$ cat src/rtl/period_calc_arbiter.sv
// period_calc_arbiter: round-robin shared sequential divider computing DIVIDEND/(rate*10); optional per-requester result cache under PERIOD_CACHE_EN
module period_calc_arbiter #(
  parameter int unsigned DIVIDEND = 1967213,
  parameter int unsigned OUT_W = 16
) (
  input  logic             core_CLK,
  input  logic             core_nReset,
  input  logic             req_crank,
  input  logic [7:0]       rate_crank,
  input  logic             req_wheel,
  input  logic [7:0]       rate_wheel,
  output logic [OUT_W-1:0] period,
  output logic             done_crank,
  output logic             done_wheel,
  output logic             busy
);
  typedef enum logic [1:0] {IDLE, LOAD, DIV, DONE} state_t;
  state_t state;
  logic owner;
  logic last_wheel;
  logic [7:0] rate_r;
  logic [11:0] divisor;
  logic [11:0] rem;
  logic [20:0] quo;
  logic [4:0] cnt;
  logic grant_wheel;
  logic [12:0] trial;
  logic fits;
  logic [11:0] rem_nxt;
  logic [20:0] quo_nxt;
  logic [OUT_W+20:0] quo_ext;
  logic [OUT_W-1:0] sat;
  logic hit;
  logic [OUT_W-1:0] hit_per;
  // Arbitration choice and one restoring-divide step, saturated to the output width
  always_comb begin
    grant_wheel = req_wheel & (~req_crank | ~last_wheel);
    trial = {rem, quo[20]};
    fits = trial >= {1'b0, divisor};
    rem_nxt = fits ? 12'(trial - {1'b0, divisor}) : trial[11:0];
    quo_nxt = {quo[19:0], fits};
    quo_ext = {{OUT_W{1'b0}}, quo_nxt};
    sat = |(quo_ext >> OUT_W) ? '1 : quo_ext[OUT_W-1:0];
  end
`ifdef PERIOD_CACHE_EN
  logic [1:0] c_valid;
  logic [1:0][7:0] c_rate;
  logic [1:0][OUT_W-1:0] c_per;
  assign hit = c_valid[owner] && c_rate[owner] == rate_r;
  assign hit_per = c_per[owner];
  // Remember the last fully computed rate and result of each requester
  always_ff @(posedge core_CLK)
    if (!core_nReset)
      c_valid <= '0;
    else if (state == DIV && cnt == 5'd20) begin
      c_valid[owner] <= 1'b1;
      c_rate[owner] <= rate_r;
      c_per[owner] <= sat;
    end
`else
  assign hit = 1'b0;
  assign hit_per = '0;
`endif
  // Control FSM with registered strobes, busy and result
  always_ff @(posedge core_CLK)
    if (!core_nReset) begin
      state <= IDLE;
      period <= '0;
      done_crank <= 1'b0;
      done_wheel <= 1'b0;
      busy <= 1'b0;
      last_wheel <= 1'b1;
    end else begin
      case (state)
        IDLE:
          if (req_crank | req_wheel) begin
            state <= LOAD;
            busy <= 1'b1;
            owner <= grant_wheel;
            rate_r <= grant_wheel ? rate_wheel : rate_crank;
          end
        LOAD: begin
          divisor <= 12'(rate_r) * 12'd10;
          rem <= '0;
          quo <= 21'(DIVIDEND);
          cnt <= '0;
          if (rate_r == 8'd0 || hit) begin
            state <= DONE;
            busy <= 1'b0;
            period <= rate_r == 8'd0 ? '1 : hit_per;
            done_crank <= ~owner;
            done_wheel <= owner;
          end else
            state <= DIV;
        end
        DIV: begin
          rem <= rem_nxt;
          quo <= quo_nxt;
          cnt <= cnt + 5'd1;
          if (cnt == 5'd20) begin
            state <= DONE;
            busy <= 1'b0;
            period <= sat;
            done_crank <= ~owner;
            done_wheel <= owner;
          end
        end
        DONE: begin
          done_crank <= 1'b0;
          done_wheel <= 1'b0;
          last_wheel <= owner;
          state <= IDLE;
        end
        default: state <= IDLE;
      endcase
    end
endmodule

$ cat config.mk
export PLATFORM = sky130hd
export DESIGN_NAME = period_calc_arbiter
export DESIGN_NICKNAME = d
export VERILOG_FILES = /design/src/rtl/period_calc_arbiter.sv
export SDC_FILE = /design/constraint.sdc
export NUM_CORES = 1
export LEC_CHECK = 0
export BUFFER_PORTS_ARGS = -buffer_cell sky130_fd_sc_hd__buf_2
export CORE_ASPECT_RATIO = 0.8
export CORE_MARGIN = 2
export CORE_UTILIZATION = 45
export CTS_CLUSTER_DIAMETER = 120
export DETAILED_ROUTE_END_ITERATION = 12
export GPL_TIMING_DRIVEN = 0
export HOLD_SLACK_MARGIN = 0.08
export PLACE_DENSITY = 0.61
export SYNTH_ARGS = -nofsm -noshare
export SYNTH_HDL_FRONTEND = slang
export SYNTH_SLANG_ARGS = --single-unit
$ cat constraint.sdc
create_clock -name core_CLK -period 4.9 [get_ports core_CLK]
set_clock_uncertainty 0.1 [all_clocks]
set_input_delay 0.49 -clock core_CLK [delete_from_list [all_inputs] [get_ports core_CLK]]
set_output_delay 0.49 -clock core_CLK [all_outputs]
set_load 0.1 [all_outputs]
== Yosys cells after proc, flatten, opt, wreduce, memory -nomap -nowiden ==
Index checks and enable logic that the tools add are counted.
Word-level totals
  bits of input ports: 20
  register bits after elaboration: 80
  word-level logic and storage cells: 65
  output and inout port bits: 19
Operators by class
  add/subtract/negate cells: 2
  multipliers: 1
  equal/unequal tests: 7
  reductions and logical operators: 13
  bitwise logic cells: 6
  magnitude comparators: 1
  mux-type cells: 23
Operators with widths (number)
  $mux W16: 3
  $pmux W21 S2: 1
  $pmux W16 S2: 1
  $pmux W12 S2: 1
  $ge A13 B12 Y1: 1
  $mux W12: 1
  $sub A12 B12 Y12: 1
  $mul A8 B3 Y11 const B: 1
  $pmux W5 S2: 1
  $pmux W1 S3: 3
  $reduce_and A3 Y1: 3
  $logic_not A8 Y1: 1
  $mux W1: 8
  $mux W8: 1
  $pmux W2 S4: 1
  $ne A2 B2 Y1 const B: 3
  $reduce_and A2 Y1: 3
  $reduce_bool A3 Y1: 2
  $add A5 B1 Y5 const B: 1
  $eq A5 B5 Y1 const B: 1
  $reduce_or A5 Y1: 1
  $eq A2 B2 Y1 const B: 2
  $mux W2: 2
  $reduce_and A4 Y1: 1
  6 further kinds: 9

== Longest topological paths before layout ==
  word-level depth: 4
  mapped depth: 11
  mapped depth without buffers: 10

== Worst setup path before layout ==
Ideal clock, no wire load.
  path kind: register -> register
  start: register rate_r[1]
  end: register divisor[10], data pin
  clock period less this slack: 2306 ps
  cell stages (with the launch flop): 9
  path buffers: 0
  data arrival time: 1947 ps
  slack: 2594 ps
  data required time: 4541 ps
  library setup time: 259 ps
  path through: edfxtp_1 > ha_1 > ha_1 > fa_1 > a21o_1 > a21oi_1 > o21bai_1 > a21oi_1 > xnor2_1
Between the ends
  cells in the longest elaborated chain, start to end: 1
RTL lines
  start: declaration: RTL line 21  | logic [7:0] rate_r;
  start signal: assignment: RTL line 80  | rate_r <= grant_wheel ? rate_wheel : rate_crank;
  $mul A8 B3 Y11: RTL line 83  | divisor <= 12'(rate_r) * 12'd10;
  end signal: assignment: RTL line 83
  end: declaration: RTL line 22  | logic [11:0] divisor;
Every way passes these cells.
A chain may end at the register's enable or synchronous reset.

== Worst setup path after layout ==
  start: register rem[0]
  end: register rem[11], data pin
Between the ends
  cells in the longest elaborated chain, start to end: 3
  elaborated cells on any way between the ends: 4
  those cells by class: add/sub (1); order compare (1); mux (2)
RTL lines
  start: declaration: RTL line 23  | logic [11:0] rem;
  start signal: assignment: RTL line 97  | rem <= rem_nxt;
  $sub A12 B12 Y12 / $ge A13 B12 Y1 (equally long branches): RTL line 40, 39
  $mux W12 *: RTL line 40  | rem_nxt = fits ? 12'(trial - {1'b0, divisor}) : trial[11:0];
  $pmux W12 S2 *: RTL line 74  | case (state)
Mark *: on every way between the ends. The rest lies on a longest branch, timed or not.

==> run_results.csv <==
group,metric,value,unit
outcome,status,"finished clean",
sta,fmax,396,MHz
cts,holdBufCountCts,0,
power,peakVddDrop,578,uV
hold_path,hp-start,"done_crank$_SDFFE_PN0P_",
layout,fin_area,4750,um2
synth,ys_warn_count,0,
synth,yosysMostFrequentCell,"edfxtp_1",
power,power_leakage,1.84,nW
worst_setup_path,timing.rr.start,"rem[0]$_SDFFCE_PP0P_",
worst_setup_path,crit_top_cell,"inv_1",
synth,synth_cell_type_count,52,
grt,grt_max_degree,39,
worst_setup_path,ff2ff_path_depth,11,
die,io_pins,39,
worst_setup_path,crit_slowest_cell,"fa_1",
sta,relSlewSlack,39.7,%
sta,timing_worst_slew_pin_value,0.905,ns
routing,drtPass1Iterations,4,
die,initial_utilization,45.9,%
synth,synthCells,341,
sta,hold_viol_final,0,
routing,wl_per_cell,15.4,um
cts,cts.htree.levels,3,
routing,drcViolationCount,0,
synth,yosys_most_used_dff,"edfxtp_1",
power,power_density,644,nW/um2
worst_setup_path,cp-end-kind,"flop",
synth,avgSynthCellArea,12.1,um2
worst_setup_path,cp.arrival,2.56,ns
worst_setup_path,r2r-end,"rem[11]$_SDFFCE_PP0P_",
die,coreArea,8960,um2
grt,grt_overflow,0,
die,die_y,89.5,um
sta,period_share,51.5,%
routing,dr.first_iter.drc_count,136,
grt,antenna_found_initial,0,
worst_setup_path,startpoint_type,"flop",
layout,layout-drive-gt1-share,21.8,%
worst_setup_path,cp.required,4.94,ns
placed_design,place.gp.congestion,0.787,
sta,finalSetupTns,0,ns
die,die_w,111,um
cts,root_buffer,"clkbuf_16",
synth,synth_area,4110,um2
sta,post-route-worst-setup-slack,2.38,ns
worst_setup_path,critical_path.cell_chain,"inv_1, ha_1, inv_1, fa_1, nand3_1, nand2_1, o21bai_2, a21o_1, buf_6, nand2_4, a221oi_1",
placed_design,postPlaceCellArea,4450,um2
synth,synth-seq-area-share,53.0,%
cts,cts_buffers,9,
grt,grt_pass1_wl,12700,um
worst_setup_path,cp_num_buf_inv,3,
layout,multi_input_area,1790,um2
routing,wl,7870,um
sta,rsz0062_at_grt,"false",
hold_path,min_path_cells,2,
synth,synth_edf_count,58,
cts,cts_max_path_buffers,2,
synth,synth_common_cells,"edfxtp_1 (58), ha_1 (29), inv_1 (24), a21oi_1 (22), dfxtp_1 (22)",
synth,synth_area_leaders,"edfxtp_1 (42%), dfxtp_1 (11%), ha_1 (8.8%)",
sta,slew_violations,0,
cts,worst_setup_hold_path_clk_slew,0.07,ns
grt,grt_usage,16.3,%
layout,fillers,759,
sta,min_period,2.52,ns
routing,num_vias,2761,
cts,clk_latency,0.32,ns
cts,cts-resized-gates,0,
cts,post_cts_buffers,0,
worst_setup_path,critPathKind,"reg2reg",
cts,cts_tree,"done",
synth,yosys.area.top_type,"edfxtp_1",
routing,postRouteAntennaNets,0,
grt,grt_pass1_vias,2575,
layout,syn_to_final_growth,15.4,%
die,die_area,9930,um2
worst_setup_path,cp_max_fo,9,
placed_design,pre_cts_ws,2.39,ns
layout,seq_area,2180,um2
hold_path,hold_class,"reg2reg",
placed_design,dp_hpwl,5760,um
job,drv_cap,0,
layout,fin_nets,441,
worst_setup_path,slowest_delay,0.40,ns
synth,async_flop_share,0,%
layout,insertedDiodeCount,0,
placed_design,io_buffer_count,38,
die,rows,31,
synth,yosysTopAreaCellShare,42.3,%
synth,ys_ff_latch,80,
synth,syn-num-nets,392,
hold_path,hold_end,"done_crank$_SDFFE_PN0P_",
cts,cts_sinks,80,
worst_setup_path,r2r_slack,2.38,ns
worst_setup_path,critical-path-top-delay-family,"compound AO/OA/AOI/OAI gates",
sta,setup_viol,0,
routing,routed_via_density,5.41,
==> layer usage <==
metal | wire (um) | GRT usage (%) | vias up
met3 | 267 | 3.32 | 6
met2 | 3450 | 25.2 | 49
met1 | 4070 | 23.7 | 1331
li1 | - | - | 1375
met4 | 74 | 4.89 | 0
met5 | 0 | 0 | -
==> registers in the layout (all words and copies together) (netlist names) <==
register    cells
state           2
divisor        11
period         16
last_wheel      1
done_wheel      1
rem            12
rate_r          8
busy            1
cnt             5
owner           1
quo            21
done_crank      1
==> through the flow <==
step                hold WS (ns)  power (mW)  instances  util [%]
detailed placement         0.350        2.41        494      49.7
global route               0.370        3.25        510      53.0
floorplan                  0.357        2.14        341         -
global placement           0.340        2.40        494      49.6
finish                     0.360        3.06        510      53.0
CTS                        0.353        3.08        510      53.0
==> logic make-up (layout without fill, tap and decap cells) <==
family	after synthesis	count (layout)	share of synthesized area (%)
compound gates	83	83	15.7
fa+ha+maj	31	31	9.79
flops	80	80	53.0
mux	11	11	2.92
xor+xnor	13	13	2.77
simple gates	89	89	12.3
buf+inv	34	88	3.56
==> worst register-to-register path: stages, from the launching register on <==
cell and delay (ns):
edfxtp_1 0.36, inv_1 0.08, ha_1 0.16, inv_1 0.05, fa_1 0.40, nand3_1 0.14, nand2_1 0.14, o21bai_2 0.20
a21o_1 0.15, buf_6 0.14, nand2_4 0.09, a221oi_1 0.31
==> how the worst max path moves through the flow <==
| stage | startpoint | endpoint | slack [ns] | cells past startpoint |
|---|---|---|---|---|
| after floorplan | rate_r[1]$_DFFE_PP_ | divisor[10]$_DFFE_PP_ | 2.59 | 8 |
| after global routing | rem[0]$_SDFFCE_PP0P_ | rem[11]$_SDFFCE_PP0P_ | 2.19 | 11 |
| final | rem[0]$_SDFFCE_PP0P_ | rem[11]$_SDFFCE_PP0P_ | 2.38 | 11 |
| after global placement | core_nReset | rem[11]$_SDFFCE_PP0P_ | 2.00 | 3 |
| after CTS | rem[0]$_SDFFCE_PP0P_ | rem[11]$_SDFFCE_PP0P_ | 2.36 | 11 |
| after detailed placement | rate_r[1]$_DFFE_PP_ | divisor[10]$_DFFE_PP_ | 2.39 | 8 |
==> layout by cell type, fill, tap and decap left out, types with 3 or more instances in the layout <==
| master | n |
|---|---|
| edfxtp_1 | 58 |
| buf_2 | 38 |
| ha_1 | 29 |
| inv_1 | 24 |
| a21oi_1 | 22 |
| dfxtp_1 | 22 |
| nor2_1 | 19 |
| and2_1 | 14 |
| nand2b_1 | 13 |
| o21ai_0 | 13 |
| nand2_1 | 12 |
| o221a_1 | 10 |
| clkbuf_16 | 10 |
| xnor2_1 | 8 |
| mux2_2 | 8 |
| nand3_1 | 8 |
| clkbuf_1 | 7 |
| o221a_2 | 6 |
| a21o_1 | 5 |
| o21a_1 | 5 |
| xor2_1 | 5 |
| a21oi_2 | 4 |
| nor4_1 | 4 |
| nor3_1 | 3 |
| mux2i_1 | 3 |
| a211oi_1 | 3 |
==> power breakdown <==
group	internal (mW)	total, mW	leakage, nW	switching (mW)
clock network	0.381	0.664	0.150	0.283
logic	0.408	1.32	0.990	0.909
registers	0.980	1.08	0.702	0.0951
total	1.77	3.06	1.84	1.29
==> layout make-up <==
type                            count  area share (%)
Tap cell                          115            3.03
Clock buffer                       10            5.27
Multi-Input combinational cell    227            37.6
Sequential cell                    80            46.0
Inverter                           24            1.90
Buffer                             10            1.19
Clock inverter                      6            1.03
Timing Repair Buffer               38            4.01
Power figures use the tool's default switching activity.
